$ cat config.mk
export PLATFORM = sky130hd
export DESIGN_NAME = forward_unit
export DESIGN_NICKNAME = d
export VERILOG_FILES = /design/src/rtl/forward_unit_pkg.sv /design/src/rtl/forward_unit_compare.sv /design/src/rtl/forward_unit.sv
export SDC_FILE = /design/constraint.sdc
export NUM_CORES = 1
export LEC_CHECK = 0
export ABC_AREA = 1
export CORE_MARGIN = 2
export CORE_UTILIZATION = 44
export CTS_CLUSTER_DIAMETER = 40
export DETAILED_ROUTE_END_ITERATION = 12
export PLACE_DENSITY = 0.76
export RECOVER_POWER = 25
export SYNTH_ARGS = -nofsm -noshare
export SYNTH_HDL_FRONTEND = slang
export SYNTH_HIERARCHICAL = 1
export SYNTH_SLANG_ARGS = --single-unit
$ cat constraint.sdc
create_clock -name CLK -period 1.43 [get_ports CLK]
set_clock_uncertainty 0.1 [all_clocks]
set_input_delay 0.2145 -clock CLK [delete_from_list [all_inputs] [get_ports CLK]]
set_output_delay 0.2145 -clock CLK [all_outputs]
set_load 0.03 [all_outputs]
$ cat src/rtl/forward_unit_pkg.sv
// forward_unit_pkg: operand-select encodings and pipeline stage record shared by the forwarding unit.
package forward_unit_pkg;

    localparam logic [1:0] FWD_REGFILE = 2'b00;
    localparam logic [1:0] FWD_EXMEM   = 2'b01;
    localparam logic [1:0] FWD_MEMWB   = 2'b10;

    typedef struct packed {
        logic valid;
        logic we;
        logic ld;
    } stage_t;

endpackage

$ cat src/rtl/forward_unit_compare.sv
// fwd_compare: one EX operand select from the MEM and WB producers, newest producer first.
module fwd_compare
    import forward_unit_pkg::*;
#(
    parameter int REG_AW = 5
) (
    input  logic [REG_AW-1:0] ex_rs,
    input  stage_t            mem_st,
    input  logic [REG_AW-1:0] mem_rd,
    input  logic              wb_valid,
    input  logic              wb_we,
    input  logic [REG_AW-1:0] wb_rd,
    output logic [1:0]        sel
);

    logic mem_hit, wb_hit;

    // a load still in MEM has no data yet; the load-use stall keeps this case from arising
    always_comb begin
        mem_hit = mem_st.valid && mem_st.we && !mem_st.ld && mem_rd != '0 && mem_rd == ex_rs;
        wb_hit  = wb_valid && wb_we && wb_rd != '0 && wb_rd == ex_rs;
        sel     = mem_hit ? FWD_EXMEM : wb_hit ? FWD_MEMWB : FWD_REGFILE;
    end

endmodule

$ cat src/rtl/forward_unit.sv
// forward_unit: EX/MEM/WB hazard tracking, operand forwarding and load-use stall; FORWARD_UNIT_STATS_EN builds the stall counter.
module forward_unit
    import forward_unit_pkg::*;
#(
    parameter int REG_AW = 5,
    parameter int CNT_W  = 32
) (
    input  logic              CLK,
    input  logic              RESET,
    input  logic [REG_AW-1:0] ID_RS1,
    input  logic [REG_AW-1:0] ID_RS2,
    input  logic [REG_AW-1:0] ID_RD,
    input  logic              ID_REG_WRITE,
    input  logic              ID_MEM_READ,
    input  logic              FLUSH,
    input  logic              BUSYWAIT,
    output logic [1:0]        FWD_SEL_A,
    output logic [1:0]        FWD_SEL_B,
    output logic              STALL,
    output logic [CNT_W-1:0]  STALL_COUNT
);

    stage_t            ex_q, ex_d, mem_q, mem_d;
    logic [REG_AW-1:0] ex_rs1_q, ex_rs1_d, ex_rs2_q, ex_rs2_d, ex_rd_q, ex_rd_d;
    logic [REG_AW-1:0] mem_rd_q, mem_rd_d, wb_rd_q, wb_rd_d;
    logic              wb_valid_q, wb_valid_d, wb_we_q, wb_we_d;
    logic              bubble;

    always_comb begin
        STALL      = !FLUSH && ex_q.valid && ex_q.ld && ex_rd_q != '0
                     && (ex_rd_q == ID_RS1 || ex_rd_q == ID_RS2);
        bubble     = FLUSH || STALL;
        ex_d       = ex_q;
        ex_rs1_d   = ex_rs1_q;
        ex_rs2_d   = ex_rs2_q;
        ex_rd_d    = ex_rd_q;
        mem_d      = mem_q;
        mem_rd_d   = mem_rd_q;
        wb_valid_d = wb_valid_q;
        wb_we_d    = wb_we_q;
        wb_rd_d    = wb_rd_q;
        if (!BUSYWAIT) begin
            ex_d       = bubble ? stage_t'('0) : stage_t'{valid: 1'b1, we: ID_REG_WRITE, ld: ID_MEM_READ};
            ex_rs1_d   = bubble ? '0 : ID_RS1;
            ex_rs2_d   = bubble ? '0 : ID_RS2;
            ex_rd_d    = bubble ? '0 : ID_RD;
            mem_d      = ex_q;
            mem_rd_d   = ex_rd_q;
            wb_valid_d = mem_q.valid;
            wb_we_d    = mem_q.we;
            wb_rd_d    = mem_rd_q;
        end
    end

    always_ff @(posedge CLK) begin
        if (RESET) begin
            ex_q       <= '0;
            ex_rs1_q   <= '0;
            ex_rs2_q   <= '0;
            ex_rd_q    <= '0;
            mem_q      <= '0;
            mem_rd_q   <= '0;
            wb_valid_q <= 1'b0;
            wb_we_q    <= 1'b0;
            wb_rd_q    <= '0;
        end else begin
            ex_q       <= ex_d;
            ex_rs1_q   <= ex_rs1_d;
            ex_rs2_q   <= ex_rs2_d;
            ex_rd_q    <= ex_rd_d;
            mem_q      <= mem_d;
            mem_rd_q   <= mem_rd_d;
            wb_valid_q <= wb_valid_d;
            wb_we_q    <= wb_we_d;
            wb_rd_q    <= wb_rd_d;
        end
    end

    fwd_compare #(.REG_AW(REG_AW)) u_cmp_a (
        .ex_rs(ex_rs1_q), .mem_st(mem_q), .mem_rd(mem_rd_q),
        .wb_valid(wb_valid_q), .wb_we(wb_we_q), .wb_rd(wb_rd_q), .sel(FWD_SEL_A)
    );

    fwd_compare #(.REG_AW(REG_AW)) u_cmp_b (
        .ex_rs(ex_rs2_q), .mem_st(mem_q), .mem_rd(mem_rd_q),
        .wb_valid(wb_valid_q), .wb_we(wb_we_q), .wb_rd(wb_rd_q), .sel(FWD_SEL_B)
    );

`ifdef FORWARD_UNIT_STATS_EN
    logic [CNT_W-1:0] cnt_q, cnt_d;

    always_comb cnt_d = cnt_q + CNT_W'(!BUSYWAIT && STALL);

    always_ff @(posedge CLK) begin
        if (RESET) cnt_q <= '0;
        else       cnt_q <= cnt_d;
    end

    assign STALL_COUNT = cnt_q;
`else
    assign STALL_COUNT = '0;
`endif

endmodule
### After elaboration in Yosys (flattened, before gate mapping)

Index checks and enable logic that the tools add are counted.
Widths: inputs -> output; s select.

* equality and inequality tests: 6
* bitwise operators: 0
* magnitude comparators: 0
* div/mod/pow operators: 0
* shift-type cells: 0
* multipliers: 0
* add/subtract/negate cells: 0
* reduce and logical (&&, ||, !) cells: 20
* mux-type cells: 8

Operator list (count)
* $eq 5x5->1: 6
* $mux 5: 3
* $reduce_bool 5->1: 3
* $logic_and 1x1->1: 13
* $mux 2: 4
* $mux 3: 1
* $logic_not 1->1: 2
* $logic_or 1x1->1: 2

* RAM bits: 0
* register bits: 33
* latch bits: 0
* logic and storage cells: 47
* output and inout port bits: 37
* ROM bits: 0
* memories: 0
* input bits: 21

### Logic depth before layout (Yosys ltp)

Gate-level depths: netlist of the first run.

* depth in word-level cells: 7
* gate-level depth with buffers: 10
* mapped depth without buffers: 9

### By module

The synthesis of the first run kept the hierarchy.

Modules (own cells, without submodules)
* forward_unit: cells an instance 226, area an instance 1712.9 sq um, times used 1, seq. area each 660.6 sq um
* fwd_compare: cells an instance 63, area an instance 260.2 sq um, times used 2, seq. area each 0.0 sq um

### Least setup slack after synthesis of the first run

OpenSTA, ideal clock, no wires.

* kind: register to output
* start point: reg ex_rd_q[4]
* end point: out STALL
* path slack: -0.096 ns
* required time: 1.116 ns
* arrival time: 1.211 ns
* cell stages (with the launch flop): 10
* path buffers: 1
* cell sequence: dfxtp_1 > inv_1 > nand2_1 > nand2_1 > nor2_1 > nand3_1 > nand2_2 > nand2_4 > buf_12 > inv_1

* word-level cells in the longest chain between the ends: 3
* elaborated cells on any way between the ends: 6
* those cells by class: eq/ne: 2; reduce/logical: 4

RTL lines
* from (decl): RTL line forward_unit.sv:24 `logic [REG_AW-1:0] ex_rs1_q, ex_rs1_d, ex_rs2_q, ex_rs2_d, ex_rd_q, ex_rd_d;`
* from (signal assigned): RTL line forward_unit.sv:70 `ex_rd_q <= ex_rd_d;`
* $eq 5x5->1 / $reduce_bool 5->1 (equally long branches): RTL line forward_unit.sv:31, forward_unit.sv:30
* $logic_or 1x1->1 / $logic_and 1x1->1 (equally long branches): RTL line forward_unit.sv:31, forward_unit.sv:30
* $logic_and 1x1->1 (*): RTL line forward_unit.sv:31 `&& (ex_rd_q == ID_RS1 || ex_rd_q == ID_RS2);`
* to (decl): RTL line forward_unit.sv:19 `output logic STALL,`

Mark *: on every way between the ends. The rest lies on a longest branch, timed or not.

### Worst setup path in the final report of the first run

* start point: reg ex_rd_q[2]
* end point: out STALL

Same word-level chain as after synthesis.

==> results of run 1 <==
timing repair:
action                                  in CTS  in global routing
pin swaps                                    9                 15
hold buffers                                 0                  0
hold endpoints to repair                     0                  0
buffers inserted                             2                  1
endpoints found under the setup margin      22                 23
gates cloned                                 1                  0
gates resized for setup                     64                 34
critical path, stage by stage (launching register included):
cell and delay (ns):
dfxtp_4 0.38, inv_4 0.05, nand2_1 0.05, nand2_1 0.05
nor2_1 0.12, nand3_1 0.11, nand2_2 0.09, nand2_4 0.05
clkinvlp_4 0.06, buf_6 0.12
state kept, by name, summed over array words and instances (netlist names):
| signal | count |
|---|---|
| ex_rd_q | 5 |
| ex_rs1_q | 5 |
| ex_rs2_q | 5 |
| mem_rd_q | 5 |
| wb_rd_q | 5 |
| ex_q | 3 |
| mem_q | 3 |
| wb_valid_q | 1 |
| wb_we_q | 1 |
power by group through the flow:
stage               Clock, mW  Sequential (mW)  Combinational, mW
finish                  0.671            0.990              0.499
global route            0.720            0.998              0.552
CTS                     0.690            0.997              0.481
detailed placement          0             1.02              0.477
global placement            0             1.02              0.468
floorplan                   0             1.01              0.386
path summary, 6_finish.rpt:
| check | endpoint | slack, ns | cells after the start |
|---|---|---|---|
| min | ex_rs2_q[4]$_SDFFE_PP0N_ | 0.31 | 3 |
| min reg2reg | mem_q[1]$_SDFFE_PP0N_ | 0.36 | 2 |
| max reg2reg | ex_rd_q[3]$_SDFFE_PP0N_ | -0.12 | 11 |
| max | STALL | -0.25 | 9 |
synth_stat cells:
library cell and n:
nand3_2 8, clkbuf_1 5, nand4_1 3, a21oi_2 9
xnor2_1 2, nand2_1 117, nor2_1 28, buf_1 1
nand2_4 1, a211oi_1 5, o21ai_1 1, inv_2 10
buf_2 3, nand3_1 17, inv_1 38, buf_6 1
conb_1 1, a21oi_1 21, nor2_2 9, dfxtp_1 33
buf_4 34, buf_12 1, nand2_2 4
layer usage:
layer  wire length (um)  up-vias  GRT usage (%)
li1                   -     1111              -
met1               2250      977           25.2
met2               2510       54           33.3
met3                207       12           4.42
met4                116        0           6.63
met5                  0        -              0
stage by stage:
stage	hold slack [ns]	instances
after floorplan	0.257	383
after global placement	0.356	457
after detailed placement	0.362	457
after CTS	0.273	468
after global routing	0.314	468
final	0.307	468
cell families after synthesis:
| logic type | after synthesis |
|---|---|
| flip-flops | 33 |
| AND/OR/NAND/NOR | 187 |
| other | 1 |
| buffers and inverters | 93 |
| XOR/XNOR | 2 |
| AO/OA/AOI/OAI | 36 |
layout make-up:
| type | instances | area, um^2 | share of cell area [%] |
|---|---|---|---|
| multi-input cells | 257 | 1290 | 44.3 |
| flip-flops and latches | 33 | 736 | 25.2 |
| repair buffers | 55 | 534 | 18.3 |
| inverters | 48 | 186 | 6.39 |
| well taps | 67 | 83.8 | 2.88 |
| clock buffers | 6 | 72.6 | 2.49 |
| clock inverters | 2 | 10.0 | 0.343 |
==> summary.md, run 1 <==
| Metric | Value |
|---|---|
| Outcome | `complete, but fails checks` |
| Failing checks | `setup timing` |
| Synth Area in Compound Gates | `between 10% and 20%` |
| Synth Area in Adders | `0%` |
| Die span in y | `75.2 um` |
| Data required, critical path | `about 1.1 ns` |
| DRT iter0 DRCs | `116` |
| Crit share post-route | `118%` |
| Remaining antenna violation count | `0` |
| Main combinational cell family by area after synthesis | `simple AND/OR/NAND/NOR gates` |
| Min-delay src | `ID_RS2[4]` |
| Post-Route WL | `5090 um` |
| Num CTS Buffers | `5` |
| Synth area leaders | `dfxtp_1 30%, nand2_1 20%, buf_4 11%` |
| Die Area | `5660 um^2` |
| Flop pwr share | `45.9%` |
| Leak pwr | `1.28 nW` |
| Max Root-Sink Buffers | `2` |
| Synth area leader | `dfxtp_1` |
| Final GP Congestion | `around 0.89` |
| GRT overflow | `0` |
| Synth-to-layout area growth | `30.5%` |
| Placed Instance Area | `2610 um^2` |
| Clk slew on worst S/H paths | `0.07 ns` |
| First-pass GRT wire length | `about 8500 um` |
| Post-synthesis mux area share | `0%` |
| Finished Cell Area | `between 2000 and 3000 um^2` |
| Boundary pin count | `58` |
| Pwr Total | `roughly 2.2 mW` |
| Highest clock rate | `595 MHz` |
| Count of final hold-check violations | `0` |
| Clock sinks | `33` |
| Total GRT Usage | `19.8%` |
| Routed via count | `around 2200` |
| Clock Power Share | `31.1%` |
| Syn Inst Count | `~350` |
| Starting Density | `46.4%` |
| Final Max Slew Viols | `0` |
| Register area share after synthesis | `29.6%` |
| WL/cell | `around 11 um` |
| Rows | `25` |
| Yosys warning total | `6` |
| Post-Syn Area | `2230 um^2` |
| Vias per cell | `4.60` |
| Clock Latency Late Sink | `0.28 ns` |
| Hold/Removal Path Class | `input port to flop` |
| CP startpoint | `ex_rd_q[2]$_SDFFE_PP0N_` |
| Gate power share | `23.1%` |
| Hpwl dp | `about 3700 um` |
| Post-synthesis register bit count | `33` |
| Synth Area in XOR/XNOR | `less than 1%` |
| Number of global-route vias before repair | `1942` |
| Net Sw Power | `0.694 mW` |
| Diode count | `0` |
| Chip Width | `75.2 um` |
| Leading cell types in the layout, fill and taps excluded | `108 x nand2_1, 32 x conb_1, 26 x inv_1` |
| Reg2reg start | `ex_rd_q[2]$_SDFFE_PP0N_` |
| Filler cells | `around 450` |
| Switching Share | `32.2%` |
| RSZ-0062 raised after global routing | `true` |
| Final setup TNS | `-2.69 ns` |
| Initial antenna violation count | `0` |
| Post-route minimum period | `1.68 ns` |
| Layout Nets | `between 400 and 500` |
| Largest net degree at the start of global routing | `34` |
| WS Path Type | `flop to output pin` |
| CTS tree | `done` |
| CP Launch Type | `flop` |
| DP Worst Slack | `-0.359 ns` |
| Internal | `1.47 mW` |
| Top-area cell type share of the netlist area | `29.6%` |
| Core area | `4820 um^2` |
| Final worst-path setup slack | `-0.250 ns` |
| Simple-gate area share of the yosys netlist | `36.8%` |
| Peak supply drop | `0.549 mV` |
| Core Util, Final | `60.5%` |
| Avg Cell Area, Syn | `around 6.3 um^2` |
| CP Capture Type | `output pin` |
| Final Setup Violations | `23` |
| Clock root buffer | `clkbuf_8` |
| Power Density | `741 nW/um^2` |
| Iteration count of the initial detailed-routing pass | `4` |
| Leading cell type in the layout, fill and taps excluded | `nand2_1` |
| H-tree Lvls | `2` |
| # DRC | `0` |
| Worst-path maximum fanout | `4` |
| Max-cap viol count | `0` |
| IO Port Bufs | `25` |
| Yosys cell types | `23` |
| CP arrival | `1.37 ns` |
| Share of layout cells above drive strength 1 | `37.4%` |
Note: power is estimated with default switching activity, not from simulation.
==> inputs of run 2 (changes only) <==
--- a/config.mk
+++ b/config.mk
@@ -16,3 +16,4 @@
 export SYNTH_HDL_FRONTEND = slang
 export SYNTH_HIERARCHICAL = 1
 export SYNTH_SLANG_ARGS = --single-unit
+export TNS_END_PERCENT = 5
==> run 2 against run 1 <==
  * Total power increased by 11%
  * Global-route usage decreased by 0.24 points
  * Largest cell class unchanged
  * Fmax decreased by 1.3%
  * Clock power increased by 35%
  * Core utilization decreased by 1.7 points
  * Sequential share of layout area decreased by 0.67 points
  * Non-clock buffer count decreased by 1
  * Critical path type unchanged
  * Wire length about the same
  * The flow still finishes with violations (setup timing)
  * Clock-buffer cell count increased by 1
  * Sequential power about the same
==> summary.md, run 2 (synthesized netlist as in run 1, its figures left out) <==
| Metric | Value |
|---|---|
| Rows | `25 (unchanged)` |
| Max-cap viol count | `0 (unchanged)` |
| Slowest CP cell | `dfxtp_2` |
| CP peak stage delay | `0.36 ns (-0.02 ns)` |
| Num CTS Buffers | `5 (unchanged)` |
| CP most frequent cell | `nand2_1` |
| WS Path Type | `flop to output pin` |
| WL/cell | `10.9 um (+0.25%)` |
| Hpwl dp | `3650 um (-1.6%)` |
| Clk slew on worst S/H paths | `0.07 ns (about the same)` |
| CP arrival | `1.39 ns (+0.02 ns)` |
| Leading cell type in the layout, fill and taps excluded | `nand2_1` |
| Share of layout cells above drive strength 1 | `29.5% (-7.9 points)` |
| Final Max Slew Viols | `0 (unchanged)` |
| Filler cells | `460 (+1.3%)` |
| IO Port Bufs | `25 (unchanged)` |
| Worst-path maximum fanout | `4 (unchanged)` |
| Total GRT Usage | `19.6% (-0.24 points)` |
| Highest clock rate | `587 MHz (-1.3%)` |
| Iteration count of the initial detailed-routing pass | `4 (unchanged)` |
| Vias per cell | `4.50 (-2.2%)` |
| Final worst-path setup slack | `-0.272 ns (-0.0221 ns)` |
| Number of global-route vias before repair | `1889 (-2.7%)` |
| Starting Density | `46.4% (unchanged)` |
| Outcome | `complete, but fails checks` |
| Chip Width | `75.2 um (unchanged)` |
| Clock Latency Late Sink | `0.28 ns (about the same)` |
| Peak supply drop | `0.548 mV (-0.22%)` |
| Post-Route WL | `5090 um (about the same)` |
| Clock root buffer | `clkbuf_8` |
| Routed via count | `2103 (-2.4%)` |
| CP Capture Type | `output pin` |
| Post-route minimum period | `1.70 ns (+0.0221 ns)` |
| Reg2reg start | `ex_rd_q[0]$_SDFFE_PP0N_` |
| Diode count | `0 (unchanged)` |
| First-pass GRT wire length | `8480 um (-0.40%)` |
| Largest net degree at the start of global routing | `34 (unchanged)` |
| Max Root-Sink Buffers | `2 (unchanged)` |
| Clock sinks | `33 (unchanged)` |
| Die Area | `5660 um^2 (unchanged)` |
| GRT overflow | `0 (unchanged)` |
| Initial antenna violation count | `0 (unchanged)` |
| Pwr Total | `2.40 mW (+11%)` |
| Boundary pin count | `58 (unchanged)` |
| Power Density | `848 nW/um^2 (+14%)` |
| Data required, critical path | `1.12 ns (about the same)` |
| CP Launch Type | `flop` |
| Failing checks | `setup timing` |
| CTS tree | `done` |
| Min-delay src | `ID_RS2[4]` |
| Leading cell types in the layout, fill and taps excluded | `114 x nand2_1, 36 x inv_1, 32 x conb_1` |
| Remaining antenna violation count | `0 (unchanged)` |
| Critical Path, Cell by Cell | `inv_2, nand2_1, nand2_1, nor2_2, nand3_2, nand2_2, nand2_4, clkinvlp_4, buf_6` |
| Hold/Removal Path Class | `input port to flop` |
| RSZ-0062 raised after global routing | `true` |
| Core area | `4820 um^2 (unchanged)` |
| Final GP Congestion | `0.882 (-1.3%)` |
| Crit share post-route | `119% (+1.5 points)` |
| # DRC | `0 (unchanged)` |
| Hold Slack | `0.270 ns (-0.0371 ns)` |
| H-tree Lvls | `2 (unchanged)` |
| Final Setup Violations | `5 (-78%)` |
| Count of final hold-check violations | `0 (unchanged)` |
| CP startpoint | `ex_rd_q[2]$_SDFFE_PP0N_` |
| Layout Nets | `420 (-0.24%)` |
| Leak pwr | `1.26 nW (-1.5%)` |
| Synth-to-layout area growth | `26.8%` |
| DRT iter0 DRCs | `165 (+42%)` |
| Die span in y | `75.2 um (unchanged)` |
run 2: changes by cell type in the layout (fill, tap and decap cells not counted), sizes merged:
| cell | previous run | this run |
|---|---|---|
| bufinv | 0 | 1 |
| clkinv | 2 | 0 |
| buf | 35 | 33 |
| clkbuf | 6 | 8 |
run 2: per-stage QoR:
stage	TNS [ns]	cells	utilization (%)	worst slack, ns	instance area (um^2)
3_5_place_dp	-5.73	458	53.8	-0.346	2590
2_1_floorplan	-0.00779	383	-	-0.00443	2360
6_report	-1.17	467	58.8	-0.272	2830
5_1_grt	-3.05	467	58.8	-0.386	2830
4_1_cts	-1.27	466	56.9	-0.277	2740
3_3_place_gp	-5.30	458	53.8	-0.308	2590
run 2: final timing paths:
kind / end / slack (ns) / depth (start not counted)
worst max-delay path: STALL / -0.27 / 9
worst min-delay path: ex_rs2_q[4]$_SDFFE_PP0N_ / 0.27 / 3
worst max register to register: ex_rd_q[3]$_SDFFE_PP0N_ / 0 / 10
worst min register to register: mem_q[1]$_SDFFE_PP0N_ / 0.37 / 2
run 2: repair_timing:
action / in CTS / in global routing
pin swaps: 3 / 12
setup buffers: 0 / 1
hold buffers: 0 / 0
resized for setup: 31 / 24
endpoints found under the setup margin: 23 / 23
gates cloned: 0 / 0
run 2: final cells by class:
type	count	area [um^2]	area share (%)
inverter	48	184	6.50
timing repair buffer	54	490	17.3
multi-input combinational	257	1260	44.5
clock buffer	7	86.3	3.05
tap	67	83.8	2.96
clock inverter	1	30.0	1.06
sequential	33	696	24.6
run 2: critical path, delay by kind of cell (launching register included):
| kind | cells | cell delay (ns) |
|---|---|---|
| buf+inv | 3 | 0.26 |
| flops | 1 | 0.36 |
| simple gates | 6 | 0.49 |
run 2: per-layer routing:
metal / global-route usage, % / routed length [um] / vias up
met4: 6.63 / 94 / 0
li1: - / - / 1103
met1: 25.4 / 2330 / 940
met3: 4.42 / 204 / 8
met2: 32.2 / 2460 / 52
met5: 0 / 0 / -
run 2: power by group:
group          switching (mW)  total [mW]  internal, mW
Sequential             0.0476        1.00         0.953
Clock                   0.335       0.903         0.568
Combinational           0.313       0.496         0.183
Total                   0.696        2.40          1.70
==> inputs of run 3 (changes only) <==
--- a/config.mk
+++ b/config.mk
@@ -6,6 +6,7 @@
 export NUM_CORES = 1
 export LEC_CHECK = 0
 export ABC_AREA = 1
+export ABC_CLOCK_PERIOD_IN_PS = 1430
 export CORE_MARGIN = 2
 export CORE_UTILIZATION = 44
 export CTS_CLUSTER_DIAMETER = 40
==> results of run 3 <==
The final DEF is identical to that of run 2; final timing and power are the same.
